<file path="src/rtl/lsu_exec_pkg.sv">
// Shared definitions for the load/store execution unit: memory-control encodings,
// FSM states, byte-enable constants and small decode helpers.
package lsu_exec_pkg;

  localparam int CTRL_MEM_WIDTH = 4;

  // ctrl_mem[1:0] = size (byte/half/word), ctrl_mem[2] = unsigned, ctrl_mem[3] = store
  localparam logic [CTRL_MEM_WIDTH-1:0] CTRL_LB  = 4'b0000;
  localparam logic [CTRL_MEM_WIDTH-1:0] CTRL_LH  = 4'b0001;
  localparam logic [CTRL_MEM_WIDTH-1:0] CTRL_LW  = 4'b0010;
  localparam logic [CTRL_MEM_WIDTH-1:0] CTRL_LBU = 4'b0100;
  localparam logic [CTRL_MEM_WIDTH-1:0] CTRL_LHU = 4'b0101;
  localparam logic [CTRL_MEM_WIDTH-1:0] CTRL_SB  = 4'b1000;
  localparam logic [CTRL_MEM_WIDTH-1:0] CTRL_SH  = 4'b1001;
  localparam logic [CTRL_MEM_WIDTH-1:0] CTRL_SW  = 4'b1010;

  typedef enum logic [1:0] {
    LSU_IDLE = 2'd0,
    LSU_REQ  = 2'd1,
    LSU_RESP = 2'd2,
    LSU_DONE = 2'd3
  } lsu_state_t;

  localparam logic [3:0] BE_NONE    = 4'b0000;
  localparam logic [3:0] BE_BYTE0   = 4'b0001;
  localparam logic [3:0] BE_HALF_LO = 4'b0011;
  localparam logic [3:0] BE_HALF_HI = 4'b1100;
  localparam logic [3:0] BE_WORD    = 4'b1111;

  function automatic logic is_load_code(input logic [CTRL_MEM_WIDTH-1:0] c);
    return (c == CTRL_LB) || (c == CTRL_LH) || (c == CTRL_LW) ||
           (c == CTRL_LBU) || (c == CTRL_LHU);
  endfunction

  function automatic logic is_store_code(input logic [CTRL_MEM_WIDTH-1:0] c);
    return (c == CTRL_SB) || (c == CTRL_SH) || (c == CTRL_SW);
  endfunction

  function automatic logic [3:0] lane_be(input logic [CTRL_MEM_WIDTH-1:0] c,
                                         input logic [1:0] k);
    case (c)
      CTRL_LB, CTRL_LBU, CTRL_SB: lane_be = BE_BYTE0 << k;
      CTRL_LH, CTRL_LHU, CTRL_SH: lane_be = k[1] ? BE_HALF_HI : BE_HALF_LO;
      CTRL_LW, CTRL_SW:           lane_be = BE_WORD;
      default:                    lane_be = BE_NONE;
    endcase
  endfunction

endpackage

</file>
<file path="src/rtl/lsu_exec_load_align.sv">
// Combinational load-result formatter: picks the addressed byte/half/word out of a
// memory word and sign- or zero-extends it.
module lsu_load_align
  import lsu_exec_pkg::*;
(
  input  logic [31:0]               rdata,
  input  logic [1:0]                k,
  input  logic [CTRL_MEM_WIDTH-1:0] ctrl_mem,
  output logic [31:0]               result
);

  logic [7:0]  byte_sel;
  logic [15:0] half_sel;

  assign byte_sel = rdata[{k, 3'b000} +: 8];
  assign half_sel = rdata[{k[1], 4'b0000} +: 16];

  always_comb begin
    result = '0;
    case (ctrl_mem)
      CTRL_LB:  result = {{24{byte_sel[7]}}, byte_sel};
      CTRL_LBU: result = {24'd0, byte_sel};
      CTRL_LH:  result = {{16{half_sel[15]}}, half_sel};
      CTRL_LHU: result = {16'd0, half_sel};
      CTRL_LW:  result = rdata;
      default:  result = '0;
    endcase
  end

endmodule

</file>
<file path="src/rtl/lsu_exec.sv">
// Load/store execution unit: effective address, dmem req/gnt/rvalid handshake,
// store lane formatting and registered load writeback. Optional MISALIGN_TRAP_EN.
//
// state    | meaning
// IDLE     | ready for a new uop
// REQ      | dmem_req high, address/be/wdata held until dmem_gnt
// RESP     | load granted, waiting for dmem_rvalid
// DONE     | lsu_done (and wb_valid for loads) pulse, back to IDLE
module lsu_exec
  import lsu_exec_pkg::*;
#(
  parameter int ADDR_WIDTH = 32,
  parameter int DATA_WIDTH = 32,
  parameter int TAG_WIDTH  = 5
) (
  input  logic                      clk,
  input  logic                      reset,
  input  logic                      uop_valid_in,
  input  logic                      uop_is_mem_load,
  input  logic                      uop_is_mem_store,
  input  logic [CTRL_MEM_WIDTH-1:0] ctrl_mem,
  input  logic [ADDR_WIDTH-1:0]     rs1_data,
  input  logic [ADDR_WIDTH-1:0]     imm,
  input  logic [DATA_WIDTH-1:0]     rs2_data,
  input  logic [TAG_WIDTH-1:0]      rd_tag,
  output logic                      lsu_ready,
  output logic                      dmem_req,
  output logic                      dmem_we,
  output logic [ADDR_WIDTH-1:0]     dmem_addr,
  output logic [3:0]                dmem_be,
  output logic [DATA_WIDTH-1:0]     dmem_wdata,
  input  logic                      dmem_gnt,
  input  logic                      dmem_rvalid,
  input  logic [DATA_WIDTH-1:0]     dmem_rdata,
  output logic                      wb_valid,
  output logic [TAG_WIDTH-1:0]      wb_tag,
  output logic [DATA_WIDTH-1:0]     wb_data,
  output logic                      lsu_done,
  output logic                      lsu_misalign
);

  lsu_state_t                state;
  logic [CTRL_MEM_WIDTH-1:0] ctrl_q;
  logic [1:0]                k_q;
  logic [TAG_WIDTH-1:0]      tag_q;
  logic                      is_load_q;

  logic [ADDR_WIDTH-1:0]     ea;
  logic                      accept, legal_load, legal_store, legal, misalign;
  logic [DATA_WIDTH-1:0]     wdata_n;
  logic [DATA_WIDTH-1:0]     load_result;

  assign ea     = rs1_data + imm;
  assign accept = uop_valid_in && lsu_ready && (uop_is_mem_load || uop_is_mem_store);

  // Both type flags high, or a code whose class disagrees with the flag, is illegal.
  assign legal_load  = uop_is_mem_load  && !uop_is_mem_store && is_load_code(ctrl_mem);
  assign legal_store = uop_is_mem_store && !uop_is_mem_load  && is_store_code(ctrl_mem);
  assign legal       = legal_load || legal_store;

`ifdef MISALIGN_TRAP_EN
  assign misalign = legal &&
    (((ctrl_mem[1:0] == 2'b01) && ea[0]) || ((ctrl_mem[1:0] == 2'b10) && (ea[1:0] != 2'b00)));
`else
  assign misalign     = 1'b0;
  assign lsu_misalign = 1'b0;
`endif

  always_comb begin
    wdata_n = rs2_data;
    case (ctrl_mem[1:0])
      2'b00:   wdata_n = {4{rs2_data[7:0]}};
      2'b01:   wdata_n = {2{rs2_data[15:0]}};
      default: wdata_n = rs2_data;
    endcase
  end

  lsu_load_align u_load_align (
    .rdata    (dmem_rdata),
    .k        (k_q),
    .ctrl_mem (ctrl_q),
    .result   (load_result)
  );

  always_ff @(posedge clk or posedge reset) begin
    if (reset) begin
      state        <= LSU_IDLE;
      ctrl_q       <= '0;
      k_q          <= '0;
      tag_q        <= '0;
      is_load_q    <= 1'b0;
      lsu_ready    <= 1'b1;
      dmem_req     <= 1'b0;
      dmem_we      <= 1'b0;
      dmem_addr    <= '0;
      dmem_be      <= '0;
      dmem_wdata   <= '0;
      wb_valid     <= 1'b0;
      wb_tag       <= '0;
      wb_data      <= '0;
      lsu_done     <= 1'b0;
`ifdef MISALIGN_TRAP_EN
      lsu_misalign <= 1'b0;
`endif
    end else begin
      lsu_done     <= 1'b0;
      wb_valid     <= 1'b0;
`ifdef MISALIGN_TRAP_EN
      lsu_misalign <= 1'b0;
`endif
      case (state)
        LSU_IDLE: begin
          if (accept) begin
            lsu_ready  <= 1'b0;
            ctrl_q     <= ctrl_mem;
            k_q        <= ea[1:0];
            tag_q      <= rd_tag;
            is_load_q  <= legal_load;
            dmem_addr  <= {ea[ADDR_WIDTH-1:2], 2'b00};
            dmem_be    <= lane_be(ctrl_mem, ea[1:0]);
            dmem_wdata <= wdata_n;
            if (!legal || misalign) begin
              state    <= LSU_DONE;
              lsu_done <= 1'b1;
              dmem_we  <= 1'b0;
`ifdef MISALIGN_TRAP_EN
              lsu_misalign <= misalign;
`endif
            end else begin
              state    <= LSU_REQ;
              dmem_req <= 1'b1;
              dmem_we  <= legal_store;
            end
          end
        end
        LSU_REQ: begin
          if (dmem_gnt) begin
            dmem_req <= 1'b0;
            if (is_load_q) begin
              state <= LSU_RESP;
            end else begin
              state    <= LSU_DONE;
              lsu_done <= 1'b1;
            end
          end
        end
        LSU_RESP: begin
          if (dmem_rvalid) begin
            state    <= LSU_DONE;
            lsu_done <= 1'b1;
            wb_valid <= 1'b1;
            wb_tag   <= tag_q;
            wb_data  <= load_result;
          end
        end
        LSU_DONE: begin
          state     <= LSU_IDLE;
          lsu_ready <= 1'b1;
        end
        default: state <= LSU_IDLE;
      endcase
    end
  end

endmodule

</file>
<file path="config.mk">
export PLATFORM = sky130hd
export DESIGN_NAME = lsu_exec
export DESIGN_NICKNAME = d
export VERILOG_FILES = /design/src/rtl/lsu_exec_pkg.sv /design/src/rtl/lsu_exec_load_align.sv /design/src/rtl/lsu_exec.sv
export SDC_FILE = /design/constraint.sdc
export NUM_CORES = 1
export LEC_CHECK = 0
export ABC_CLOCK_PERIOD_IN_PS = 9600
export BUFFER_PORTS_ARGS = -buffer_cell sky130_fd_sc_hd__buf_4
export CAP_MARGIN = 20
export CORE_MARGIN = 10
export CORE_UTILIZATION = 45
export CTS_CLUSTER_SIZE = 20
export DETAILED_ROUTE_END_ITERATION = 8
export PLACE_DENSITY = 0.74
export SLEW_MARGIN = 20
export SYNTH_ARGS = -nofsm -noshare
export SYNTH_HDL_FRONTEND = slang
export SYNTH_SLANG_ARGS = --single-unit
</file>
<file path="constraint.sdc">
create_clock -name clk -period 9.6 [get_ports clk]
set_input_delay 0.96 -clock clk [delete_from_list [all_inputs] [get_ports clk]]
set_output_delay 0.96 -clock clk [all_outputs]
set_load 0.005 [all_outputs]
</file>
==> impl_metrics.py <==
metrics = {
    "status": {
        "status": "completed",
    },
    "synthesis": {
        "synthesis.area_um2": 7140,
        "netlist_top_cells_count": "nand2_1, dfrtp_1, o21ai_0, a21oi_1, nor2_1",
        "ys.flop_type": "dfrtp_1",
        "ys_warn_count": 0,
        "ys_seq_area_share_pct": 42.8,
        "ys_ff_latch": 122,
        "syn_area_per_cell_um2": 8.83,
        "synthArstFlopShare_pct": 100,
        "synth.largest_area_cell": "dfrtp_1",
        "syn_inst": 808,
        "synth_edf_count": 0,
        "synth_cell_types": 73,
        "yosysTopAreaCellShare_pct": 42.4,
        "post-synth-top-count-cell": "nand2_1",
        "synth_area_leaders": "dfrtp_1, nand2_1, o21ai_0",
    },
    "sta": {
        "finalCritPeriodShare_pct": 29.7,
        "period_needed_ps": 2850,
        "tns_ps": 0,
        "finClkSkew_ps": 10.1,
        "slew_viol_final": 0,
        "fmax_ghz": 0.351,
        "maxSlewHeadroom_pct": 36.7,
        "rsz0062_at_grt": "false",
        "hold_ws_ps": 471,
        "setup_viol": 0,
        "hold_viol": 0,
        "layout_setup_ws_ps": 6750,
        "worst_pin_slew_ps": 949,
    },
    "worst_setup_path": {
        "endpoint_kind": "flop",
        "critPathKind": "in2reg",
        "slowest_stage": "fa_1",
        "crit_chain": "buf_4, ha_1, inv_1, fa_1, nor2b_1, o21bai_1, a211o_1, a21oi_2, nor2_1, o31ai_1, xnor2_1, o21ai_1",
        "r2r_start": "state[1]$_DFFE_PP0P_",
        "critPathLaunchType": "input pin",
        "cp-startpoint": "rs1_data[0]",
        "cp_data_arrival_time_ps": 3140,
        "reg2reg_depth": 8,
        "max_stage_delay_ps": 390,
        "required_ps": 9890,
        "crit_fanout": 3,
    },
    "clocking": {
        "post_cts_resized": 0,
        "post_cts_buffers": 0,
        "cts_num_sinks": 122,
        "hold_buffers": 0,
        "cts.clk_slew.worst_paths_ps": 60,
        "clk_latency_ps": 420,
        "cts-root-buf": "clkbuf_16",
        "clockBufferDepth": 2,
        "cts_tree": "yes",
        "cts_htree_levels": 4,
        "cts_made_buffers": 17,
    },
    "hold_path": {
        "hold_depth": 2,
        "min_path_type": "reg2reg",
        "min_from": "tag_q[3]$_DFFE_PP0P_",
    },
    "flow_run": {
        "maxCapViolations": 0,
    },
    "routing": {
        "drc": 0,
        "ant_nets": 0,
        "via_count": 6817,
        "firstDrtPassIters": 7,
        "routedLengthMet1_um": 9490,
        "wl_per_cell_um": 18.0,
        "via_per_inst": 5.40,
        "drt_iter0_drc": 446,
        "dr_wl_met2_um": 10900,
        "routed_wl_um": 22800,
        "dr_wl_met3_um": 1970,
        "highest_layer": "met4",
    },
    "floorplanning": {
        "dieArea_um2": 21300,
        "rows": 45,
        "ios": 255,
        "core_area_um2": 15400,
        "die_w_um": 146,
        "start_util_pct": 46.4,
        "die_y_um": 146,
    },
    "grt": {
        "grt-ovfl-total": 0,
        "track_usage_pct": 20.8,
        "grt_max_degree": 91,
        "grt_antenna_before_repair": 0,
        "grt_pass1_vias": 6890,
        "grt_pass1_wl_um": 36500,
    },
    "layout": {
        "nets": 1220,
        "drive_above_1_share_pct": 31.0,
        "final_cells": 1263,
        "areaGrowthSynthToFinish_pct": 37.0,
        "fin_area_um2": 9780,
        "fin_util_pct": 63.6,
        "num_antenna_cells": 0,
    },
    "pwr": {
        "p_int_mw": 1.67,
        "p_sw_share_pct": 35.0,
        "p_total_mw": 2.57,
        "p_sw_uw": 901,
        "seqPwrFrac_pct": 34.6,
        "peakVddDrop_uv": 169,
        "pwr-share-clk_pct": 26.3,
        "p_leak_nw": 4.82,
        "combinationalPowerShare_pct": 39.1,
        "pwr_density_cell_nw_per_um2": 263,
    },
    "place": {
        "hpwlAfterDp_um": 17500,
        "placed_cell_area_um2": 9150,
        "post-place-ws_ps": 6310,
        "port_buffers": 251,
        "dp.cells": 1231,
        "gp_congestion": 0.938,
    },
}
layer usage:
layer  vias up  global-route usage [%]
met1      3212                    25.3
li1       3315                       -
met2       257                    34.2
met3        33                    6.86
met4         0                    6.37
met5         -                       0
state kept, by name, summed over array words and instances, names as in the netlist:
signal,flops
ctrl_q,4
dmem_addr,30
dmem_be,4
dmem_req,1
dmem_wdata,32
dmem_we,1
is_load_q,1
k_q,2
lsu_done,1
lsu_ready,1
state,2
tag_q,5
wb_data,32
wb_tag,5
wb_valid,1
cell usage in the layout (no fill, tap or decap), types with 8 or more instances in the layout:
cell type / instances
a21o_1: 8
a21oi_1: 60
a221oi_1: 9
a222oi_1: 8
buf_4: 256
clkbuf_16: 17
dfrtp_1: 121
ha_1: 36
inv_1: 16
mux2_2: 13
mux2i_1: 27
nand2_1: 180
nand2b_1: 8
nand3_1: 9
nor2_1: 40
o21ai_0: 103
xnor2_1: 10
xor2_1: 14
power by group through the flow:
stage	Clock (mW)	Sequential (mW)	Combinational (mW)
after CTS	0.687	0.887	1.02
after detailed placement	0	0.891	1.02
after global routing	0.715	0.918	1.13
after floorplan	0	0.871	0.504
after global placement	0	0.887	1.00
final	0.676	0.890	1.01
worst paths after layout:
kind	endpoint	slack (ps)
min in group asynchronous	dmem_addr[7]$_DFFE_PP0P_	640
max in group asynchronous	dmem_wdata[30]$_DFFE_PP0P_	7550
min reg2reg	tag_q[3]$_DFFE_PP0P_	470
min	tag_q[3]$_DFFE_PP0P_	470
max	dmem_addr[20]$_DFFE_PP0P_	6750
max reg2reg	dmem_addr[26]$_DFFE_PP0P_	7070
logic make-up (layout without fill, tap and decap cells):
family / Yosys count / after routing / synth area share [%]
other: 1 / 3 / 0.0526
adder cells (fa/ha/maj): 37 / 37 / 6.59
multiplexers: 41 / 41 / 6.15
AND/OR/NAND/NOR: 281 / 281 / 17.0
AO/OA/AOI/OAI: 239 / 239 / 20.9
flip-flops: 122 / 122 / 42.8
XOR/XNOR: 24 / 24 / 2.95
buffers and inverters: 63 / 305 / 3.56
area by class of cell:
class                      count  area (um^2)
clock inverter                15          201
timing repair buffer         256         1920
sequential                   122         3050
inverter                      17         66.3
clock buffer                  17          425
tap                          211          264
fill                        1366         5600
multi-input combinational    625         3840
critical path, delay by kind of cell:
family	cells	cell delay, ps
fa+ha+maj	2	590
xor+xnor	1	180
simple gates	2	250
compound gates	5	1020
buf+inv	2	150
(Power assumes the default switching activity.)
